[config.mk]
export PLATFORM = sky130hd
export DESIGN_NAME = morse_timing_decoder
export DESIGN_NICKNAME = d
export VERILOG_FILES = /design/src/rtl/morse_timing_decoder.sv
export SDC_FILE = /design/constraint.sdc
export NUM_CORES = 1
export LEC_CHECK = 0
export CORE_ASPECT_RATIO = 0.9
export CORE_MARGIN = 2
export CORE_UTILIZATION = 60
export CTS_CLUSTER_SIZE = 12
export DETAILED_ROUTE_END_ITERATION = 8
export PLACE_DENSITY_LB_ADDON = 0.1
export SLEW_MARGIN = 5
export SYNTH_ARGS = -nofsm -noshare
export SYNTH_HDL_FRONTEND = slang
export SYNTH_SLANG_ARGS = --single-unit
[constraint.sdc]
create_clock -name clk -period 3.4 [get_ports clk]
set_input_delay 1.02 -clock clk [delete_from_list [all_inputs] [get_ports clk]]
set_output_delay 1.02 -clock clk [all_outputs]
set_load 0.02 [all_outputs]
[src/rtl/morse_timing_decoder.sv]
// morse_timing_decoder: tick-sampled Morse key decoder emitting 6-bit character codes.
// Optional word-space code (31) enabled by `define MORSE_WORD_GAP_EN.
module morse_timing_decoder #(
  parameter int CNT_W      = 8,
  parameter int DASH_MIN   = 3,
  parameter int LETTER_GAP = 3,
  parameter int WORD_GAP   = 7,
  parameter int MAX_SYM    = 5
) (
  input  logic       clk,
  input  logic       reset,
  input  logic       tick,
  input  logic       key,
  output logic [5:0] letter,
  output logic       letter_valid,
  output logic [2:0] sym_count
);
`ifdef MORSE_WORD_GAP_EN
  localparam bit WG_EN = 1'b1;
`else
  localparam bit WG_EN = 1'b0;
`endif
  typedef enum logic [1:0] {IDLE, MARK, SPACE} state_t;
  state_t             r_state;
  logic [CNT_W-1:0]   r_cnt;
  logic [MAX_SYM-1:0] r_sym;
  logic [3:0]         r_len;
  logic               r_err;
  logic               r_wact;
  logic [CNT_W-1:0]   w_cnt_inc;
  logic               w_dash;
  logic               w_full;
  logic               w_gap_done;
  logic               w_word_done;
  logic [5:0]         w_pat;
  logic [5:0]         w_code;
  assign w_cnt_inc   = (&r_cnt) ? r_cnt : r_cnt + 1'b1;
  assign w_dash      = r_cnt >= CNT_W'(DASH_MIN);
  assign w_full      = r_len == 4'(MAX_SYM);
  assign w_gap_done  = w_cnt_inc >= CNT_W'(LETTER_GAP);
  assign w_word_done = WG_EN && r_wact && (w_cnt_inc >= CNT_W'(WORD_GAP));
  assign sym_count   = r_len[2:0];
  // Rebuild arrival order MSB-first behind a leading 1 so each length has its own code space.
  always_comb begin
    w_pat = 6'd1;
    for (int i = 0; i < 5; i++)
      if (4'(i) < r_len) w_pat = {w_pat[4:0], r_sym[i]};
    case (w_pat)
      6'b000101: w_code = 6'd1;
      6'b011000: w_code = 6'd2;
      6'b011010: w_code = 6'd3;
      6'b001100: w_code = 6'd4;
      6'b000010: w_code = 6'd5;
      6'b010010: w_code = 6'd6;
      6'b001110: w_code = 6'd7;
      6'b010000: w_code = 6'd8;
      6'b000100: w_code = 6'd9;
      6'b010111: w_code = 6'd10;
      6'b001101: w_code = 6'd11;
      6'b010100: w_code = 6'd12;
      6'b000111: w_code = 6'd13;
      6'b000110: w_code = 6'd14;
      6'b001111: w_code = 6'd15;
      6'b010110: w_code = 6'd16;
      6'b011101: w_code = 6'd17;
      6'b001010: w_code = 6'd18;
      6'b001000: w_code = 6'd19;
      6'b000011: w_code = 6'd20;
      6'b001001: w_code = 6'd21;
      6'b010001: w_code = 6'd22;
      6'b001011: w_code = 6'd23;
      6'b011001: w_code = 6'd24;
      6'b011011: w_code = 6'd25;
      6'b011100: w_code = 6'd26;
      6'b111111: w_code = 6'd32;
      6'b101111: w_code = 6'd33;
      6'b100111: w_code = 6'd34;
      6'b100011: w_code = 6'd35;
      6'b100001: w_code = 6'd36;
      6'b100000: w_code = 6'd37;
      6'b110000: w_code = 6'd38;
      6'b111000: w_code = 6'd39;
      6'b111100: w_code = 6'd40;
      6'b111110: w_code = 6'd41;
      default:   w_code = 6'd63;
    endcase
    if (r_err || r_len > 4'd5) w_code = 6'd63;
  end
  always_ff @(posedge clk) begin
    if (reset) begin
      r_state      <= IDLE;
      r_cnt        <= '0;
      r_sym        <= '0;
      r_len        <= '0;
      r_err        <= 1'b0;
      r_wact       <= 1'b0;
      letter       <= '0;
      letter_valid <= 1'b0;
    end else begin
      letter_valid <= 1'b0;
      if (tick) begin
        case (r_state)
          IDLE: begin
            if (key) begin
              r_state <= MARK;
              r_cnt   <= CNT_W'(1);
              r_wact  <= 1'b0;
            end else if (w_word_done) begin
              letter       <= 6'd31;
              letter_valid <= 1'b1;
              r_wact       <= 1'b0;
            end else if (r_wact) begin
              r_cnt <= w_cnt_inc;
            end
          end
          MARK: begin
            if (key) begin
              r_cnt <= w_cnt_inc;
            end else begin
              r_state <= SPACE;
              r_cnt   <= CNT_W'(1);
              if (w_full) begin
                r_err <= 1'b1;
              end else begin
                r_sym <= r_sym | (MAX_SYM'(w_dash) << r_len);
                r_len <= r_len + 1'b1;
              end
            end
          end
          SPACE: begin
            if (key) begin
              r_state <= MARK;
              r_cnt   <= CNT_W'(1);
            end else if (w_gap_done) begin
              r_state      <= IDLE;
              r_cnt        <= w_cnt_inc;
              letter       <= w_code;
              letter_valid <= 1'b1;
              r_sym        <= '0;
              r_len        <= '0;
              r_err        <= 1'b0;
              r_wact       <= WG_EN;
            end else begin
              r_cnt <= w_cnt_inc;
            end
          end
          default: r_state <= IDLE;
        endcase
      end
    end
  end
endmodule

# == Yosys cells after proc, flatten, opt, wreduce, memory -nomap -nowiden ==
# Memory sizes are Yosys's and may differ from the RTL's.
# Cells that the tools add are included.
# totals
rom_bits,384
register_bits,28
n_memories,1
output_inout_bits,10
latchBits,0
word_cells,83
ram_bits,0
# mem_list
name,words,word_bits,rd,rd_clocked_by_memory_dff,wr,line_no,text
(no name shown),64,6,1,0,0,48,case (w_pat)
# classes
eq_ne,11
n_mux,35
order_cmp,8
n_shift,1
mul,0
n_reduce_logical,13
addsub,2
bitwise,4
n_div,0
# op_table
operator,count
2-to-1 mux 8 bit,5
2-to-1 mux 5 bit,5
one-hot mux 8 bit (3 select lines),1
2-to-1 mux 4 bit,5
"greater-or-equal comparator 8 x 2 -> 1 bit, second input constant",2
2-to-1 mux 6 bit,2
"inequality test 2 bit, second input constant",6
AND reduction 6 bit,2
2-to-1 mux 2 bit,5
one-hot mux 5 bit (2 select lines),1
"adder 8 x 1 -> 8 bit, second input constant",1
"< comparator 1 x 4 -> 1 bit, first input constant",2
"< comparator 2 x 4 -> 1 bit, first input constant",2
one-hot mux 4 bit (2 select lines),1
AND reduction 4 bit,2
AND reduction 8 bit,1
2-to-1 mux 1 bit,6
"inequality test 3 bit, second input constant",2
one-hot mux 2 bit (3 select lines),1
OR 5 bit,1
AND reduction 5 bit,1
left shift 1 x 4 -> 5 bit,1
"adder 4 x 1 -> 4 bit, second input constant",1
"== test 4 x 3 -> 1 bit, second input constant",1
other kinds (13),17

# == Depth between registers and ports, before layout ==
# An unclocked memory read counts as a cell.
# depth
depth_word,8
mapped_depth,15
mapped_depth_nobuf,12

# == Worst setup path before layout ==
# Ideal clock, no wire load.
# synth_timing
kind,register -> register
start,register r_len[1]
end,register letter[2]
arrival_ps,2929
required_time_ps,3266
setup_time_ps,134
slack_ps,337
period_less_slack_ps,3063
stages_incl_launch_ff,16
path_cell_list,dfxtp_1 > buf_2 > inv_2 > ha_1 > buf_2 > nor3b_1 > o21ai_1 > o311ai_2 > clkbuf_1 > ha_1 > clkbuf_1 > inv_1 > o2111ai_1 > o41ai_1 > o41ai_1 > a211oi_1
# synth_via
elab_chain_len,8
elab_cells_between_ends,14
classes_between,6 x order compare; 6 x mux; 1 x reduce/logical; 1 x memory
# synth_rtl
item,line_no,text
"start, declared",27,logic [3:0] r_len;
"start signal, assigned",126,r_len <= r_len + 1'b1;
< comparator 1 x 4 -> 1 bit,47,"if (4'(i) < r_len) w_pat = {w_pat[4:0], r_sym[i]};"
2-to-1 mux 2 bit,47,
2-to-1 mux 3 bit,47,
2-to-1 mux 4 bit,47,
2-to-1 mux 5 bit,47,
2-to-1 mux 6 bit,47,
memory read (64 x 6 bit),--,
2-to-1 mux 6 bit (*),87,if (r_err || r_len > 4'd5) w_code = 6'd63;
"end signal, assigned",137,letter <= w_code;
"end, declared",14,"output logic [5:0] letter,"
# Every way passes the cells marked *; elsewhere a longest branch is shown, timed or not.
# A chain may end at the register's enable or synchronous reset.

# == Worst setup path in the final report ==
# layout_timing
start,register r_len[1]
end,register letter[3]
# The elaborated chain is that of the path after synthesis.

==> results.sh <==
export IMPL_status="completed"
export IMPL_kind_of_critical_path="register to register"
export IMPL_clk_pin_slew_ps=90
export IMPL_finalCoreUtilization_pct=67.9
export IMPL_period_minus_ws_final_ps=3150
export IMPL_timing_critical_path_slowest_stage_cell="sky130_fd_sc_hd__dfxtp_1"
export IMPL_crit_family="compound AO/OA/AOI/OAI gates"
export IMPL_max_slew_margin_pct=49.8
export IMPL_timing_max_cap_violations=0
export IMPL_drc_errors=0
export IMPL_rsz_0062_raised_after_global_routing="false"
export IMPL_synth_seq_cells=27
export IMPL_synth_avg_cell_area_um2=7.40
export IMPL_tightestPinTransition_ps=747
export IMPL_height_of_the_die_um=62.6
export IMPL_fp_dieW_um=69.1
export IMPL_design_die_area_um2=4320
export IMPL_cts_repair_timing_setup_buffer_count=0
export IMPL_fillCellCount=342
export IMPL_cts_htree_levels=1
export IMPL_timing_critical_path_fanout_max=16
export IMPL_drt_pass1_iter_count=5
export IMPL_io_buffers=13
export IMPL_synth_largest_area_cell="sky130_fd_sc_hd__dfxtp_1"
export IMPL_ff_to_ff_end="letter[3]"
export IMPL_crit_buf_inv=2
export IMPL_layout_nets=326
export IMPL_ioPinCount=14
export IMPL_dpl_cell_count=354
export IMPL_worst_ep_arrival_time_ps=3350
export IMPL_num_rows=21
export IMPL_cp_endpoint="letter[3]"
export IMPL_synth_xor_xnor_area_share_pct=1.15
export IMPL_setup_tns_ps=0
export IMPL_worstSetupPathDepth=10
export IMPL_r2r_start="r_len[1]"
export IMPL_synth_compound_area_share_pct=29.3
export IMPL_synthAdderAreaFrac_pct=4.92
export IMPL_irDropWorstVdd_v=0.000199
export IMPL_synth_sequential_area_ratio_pct=23.6
export IMPL_grt_pass1_vias=2103
export IMPL_clock_tree_root_cell="sky130_fd_sc_hd__clkbuf_8"
export IMPL_core_area_um2=3680
export IMPL_grt_pass1_wl_mm=9.92
export IMPL_synth_top_family_by_area="simple AND/OR/NAND/NOR gates"
export IMPL_syn_inst=309
export IMPL_max_clock_freq_mhz=318
export IMPL_routabilityCongestion=0.961
export IMPL_hold_path_class="register to register"
export IMPL_drive_above_1_share_pct=9.62
export IMPL_final_period_utilization_pct=92.6
export IMPL_critical_path_cell_chain="inv_2 -> ha_1 -> nand2b_1 -> a2111oi_2 -> or2_1 -> buf_4 -> a21oi_1 -> o31ai_1 -> nand4_1 -> a311oi_1"
export IMPL_initial_utilization_pct=62.2
export IMPL_fin_hold_ws_ps=494
export IMPL_dp_hpwl_mm=4.19
export IMPL_reg2reg_slack_ps=250
export IMPL_gr_usage_all_layers_pct=27.5
export IMPL_synth_top_area_share_pct=23.6
export IMPL_yosysUniqueCellTypes=68
export IMPL_syn_nets=322
export IMPL_detail_route_iter0_violations=412
export IMPL_gr_total_overflow=0
export IMPL_most_area_consuming_cells_after_synthesis="sky130_fd_sc_hd__dfxtp_1 (24%), sky130_fd_sc_hd__a21oi_1 (5.3%), sky130_fd_sc_hd__nor2_1 (5.3%)"
export IMPL_grt_start_max_net_pins=21
export IMPL_setup_worst_path_end_class="register"
export IMPL_critical_path_startpoint="r_len[1]"
export IMPL_synth_flop_cell="sky130_fd_sc_hd__dfxtp_1"
export IMPL_area_growth_syn_to_layout_pct=9.14
export IMPL_synth_area_um2=2290
export IMPL_synth_async_sr_flop_share_pct=0
export IMPL_detail_route_wl_per_cell_um=16.5
export IMPL_cts_buffer_depth=2
export IMPL_postRouteAntennaNets=0
export IMPL_clkLatencyLatePin_ps=280
export IMPL_worstPathRequired_ps=3600
export IMPL_cts_tree="done"
export IMPL_skew_ps=9.07
export IMPL_ff2ff_path_depth=10
export IMPL_num_cts_buffers=3
export IMPL_synthMuxAreaShare_pct=1.81
export IMPL_clock_sinks=27
export IMPL_stdcell_count=358
export IMPL_syn_warnings=0
export IMPL_routed_via_density=6.62
export IMPL_finalPower_mw=0.570
export IMPL_synth_edff_count=0
export IMPL_route_final_wire_length_mm=5.92
export IMPL_timing_critical_path_slowest_cell_delay_ps=560
export IMPL_antenna_found_initial=0
export IMPL_num_antenna_cells=0
export IMPL_finalSetupViolCount=0
export IMPL_cell_leakage_power_nw=0.961
export IMPL_synth_simple_gate_area_share_pct=31.6
export IMPL_cp_start_kind="register"
export IMPL_vias=2371
export IMPL_power_density_nw_per_um2=228
export IMPL_timing_hold_violations_final=0
export IMPL_timing_max_transition_violations_final=0
==> placed cells by master, fill, tap and decap left out, types with 3 or more instances in the layout <==
| master | synthesis | routed |
|---|---|---|
| sky130_fd_sc_hd__nor2_1 | 32 | 31 |
| sky130_fd_sc_hd__dfxtp_1 | 27 | 27 |
| sky130_fd_sc_hd__a21oi_1 | 24 | 24 |
| sky130_fd_sc_hd__nand2_1 | 20 | 20 |
| sky130_fd_sc_hd__nor3_1 | 18 | 18 |
| sky130_fd_sc_hd__clkdlybuf4s50_1 | 0 | 13 |
| sky130_fd_sc_hd__buf_4 | 5 | 13 |
| sky130_fd_sc_hd__nand2b_1 | 11 | 11 |
| sky130_fd_sc_hd__nand3_1 | 11 | 11 |
| sky130_fd_sc_hd__o21ai_0 | 10 | 10 |
| sky130_fd_sc_hd__ha_1 | 9 | 9 |
| sky130_fd_sc_hd__o21ai_1 | 7 | 7 |
| sky130_fd_sc_hd__and3_1 | 7 | 7 |
| sky130_fd_sc_hd__nor2b_1 | 6 | 6 |
| sky130_fd_sc_hd__inv_1 | 5 | 5 |
| sky130_fd_sc_hd__inv_2 | 4 | 4 |
| sky130_fd_sc_hd__or2_1 | 4 | 4 |
| sky130_fd_sc_hd__and2_1 | 4 | 4 |
| sky130_fd_sc_hd__nand4_1 | 4 | 4 |
| sky130_fd_sc_hd__a21o_1 | 4 | 4 |
| sky130_fd_sc_hd__a31oi_1 | 4 | 4 |
| sky130_fd_sc_hd__a211oi_1 | 4 | 4 |
| sky130_fd_sc_hd__nor3b_1 | 3 | 3 |
| sky130_fd_sc_hd__o211ai_1 | 3 | 3 |
| sky130_fd_sc_hd__a311oi_1 | 3 | 3 |
| sky130_fd_sc_hd__nand3b_1 | 3 | 3 |
| sky130_fd_sc_hd__a32oi_1 | 3 | 3 |
| sky130_fd_sc_hd__mux2i_1 | 3 | 3 |
| sky130_fd_sc_hd__o41ai_1 | 3 | 3 |
| sky130_fd_sc_hd__nor4_1 | 3 | 3 |
| sky130_fd_sc_hd__a32o_1 | 3 | 3 |
| sky130_fd_sc_hd__clkbuf_8 | 0 | 3 |
==> through the flow <==
| stage | instance area (um^2) | setup slack (ps) |
|---|---|---|
| after floorplan | 2290 | 337 |
| after global placement | 2430 | 218 |
| after detailed placement | 2430 | 159 |
| after CTS | 2480 | 150 |
| after global routing | 2500 | 21.5 |
| final | 2500 | 251 |
==> timing repair <==
action / in CTS / in global routing
gates resized for setup: 0 / 3
setup endpoints to repair: 0 / 5
hold buffers: 0 / 0
==> power breakdown <==
part	total [mW]	switching, mW	internal, mW	leakage (nW)
sequential	0.322	0.00362	0.318	0.218
combinational	0.0639	0.0377	0.0262	0.718
clock	0.184	0.101	0.0823	0.0255
total	0.570	0.143	0.427	0.961
==> worst register-to-register path: cells and delay by family (launching register included) <==
kind	cells	cell delay, ps
flops	1	560
buf+inv	2	370
simple gates	3	770
fa+ha+maj	1	370
compound gates	4	1000
==> registers in the layout, indices dropped and copies added (netlist names) <==
signal / flops
r_cnt: 8
letter: 6
r_sym: 5
r_state: 2
letter_valid: 1
r_len: 4
r_err: 1
==> cells in the mapped netlist, drive strengths merged, types with 4 or more instances <==
| cell | number |
|---|---|
| nor2b | 6 |
| nand2b | 11 |
| and3 | 7 |
| nor2 | 32 |
| a31oi | 4 |
| o21ai | 17 |
| a21oi | 25 |
| and2 | 4 |
| or2 | 5 |
| a211oi | 4 |
| buf | 17 |
| inv | 9 |
| nand4 | 4 |
| nand2 | 20 |
| nor3 | 19 |
| ha | 9 |
| clkbuf | 10 |
| dfxtp | 27 |
| nand3 | 11 |
| a21o | 4 |
==> cell families (layout without fill, tap and decap cells) <==
group                      count (synthesis)  after routing
DFF                                       27             27
muxes                                      4              4
adders and majority gates                  9              9
and+or+nand+nor                          136            136
AOI/OAI and AO/OA                         94             94
buffers and inverters                     36             39
xor gates and xnor gates                   3              3
==> metal layers <==
metal,routed length (um),vias to the layer above,GRT usage (%)
li1,-,1153,-
met1,2860,1103,39.3
met2,2590,98,43.8
met3,345,17,3.06
met4,121,0,7.60
met5,0,-,0
==> area by class of cell <==
class | count | area [um^2] | area share, %
Sequential cell | 27 | 541 | 21.7
Multi-Input combinational cell | 246 | 1590 | 63.7
Tap cell | 46 | 57.6 | 2.31
Timing Repair Buffer | 26 | 228 | 9.12
Inverter | 9 | 33.8 | 1.35
Clock buffer | 3 | 41.3 | 1.65
Clock inverter | 1 | 5.00 | 0.201
==> how the worst min path moves through the flow <==
stage           endpoint  startpoint  cells past startpoint  slack, ps
2_1_floorplan      r_err       r_err                      2        440
3_3_place_gp       r_err       r_err                      2        460
3_5_place_dp       r_err       r_err                      2        470
4_1_cts            r_err       r_err                      2        500
5_1_grt        letter[4]   letter[4]                      2        540
6_report           r_err       r_err                      2        490
Note: power is estimated with default switching activity, not from simulation.
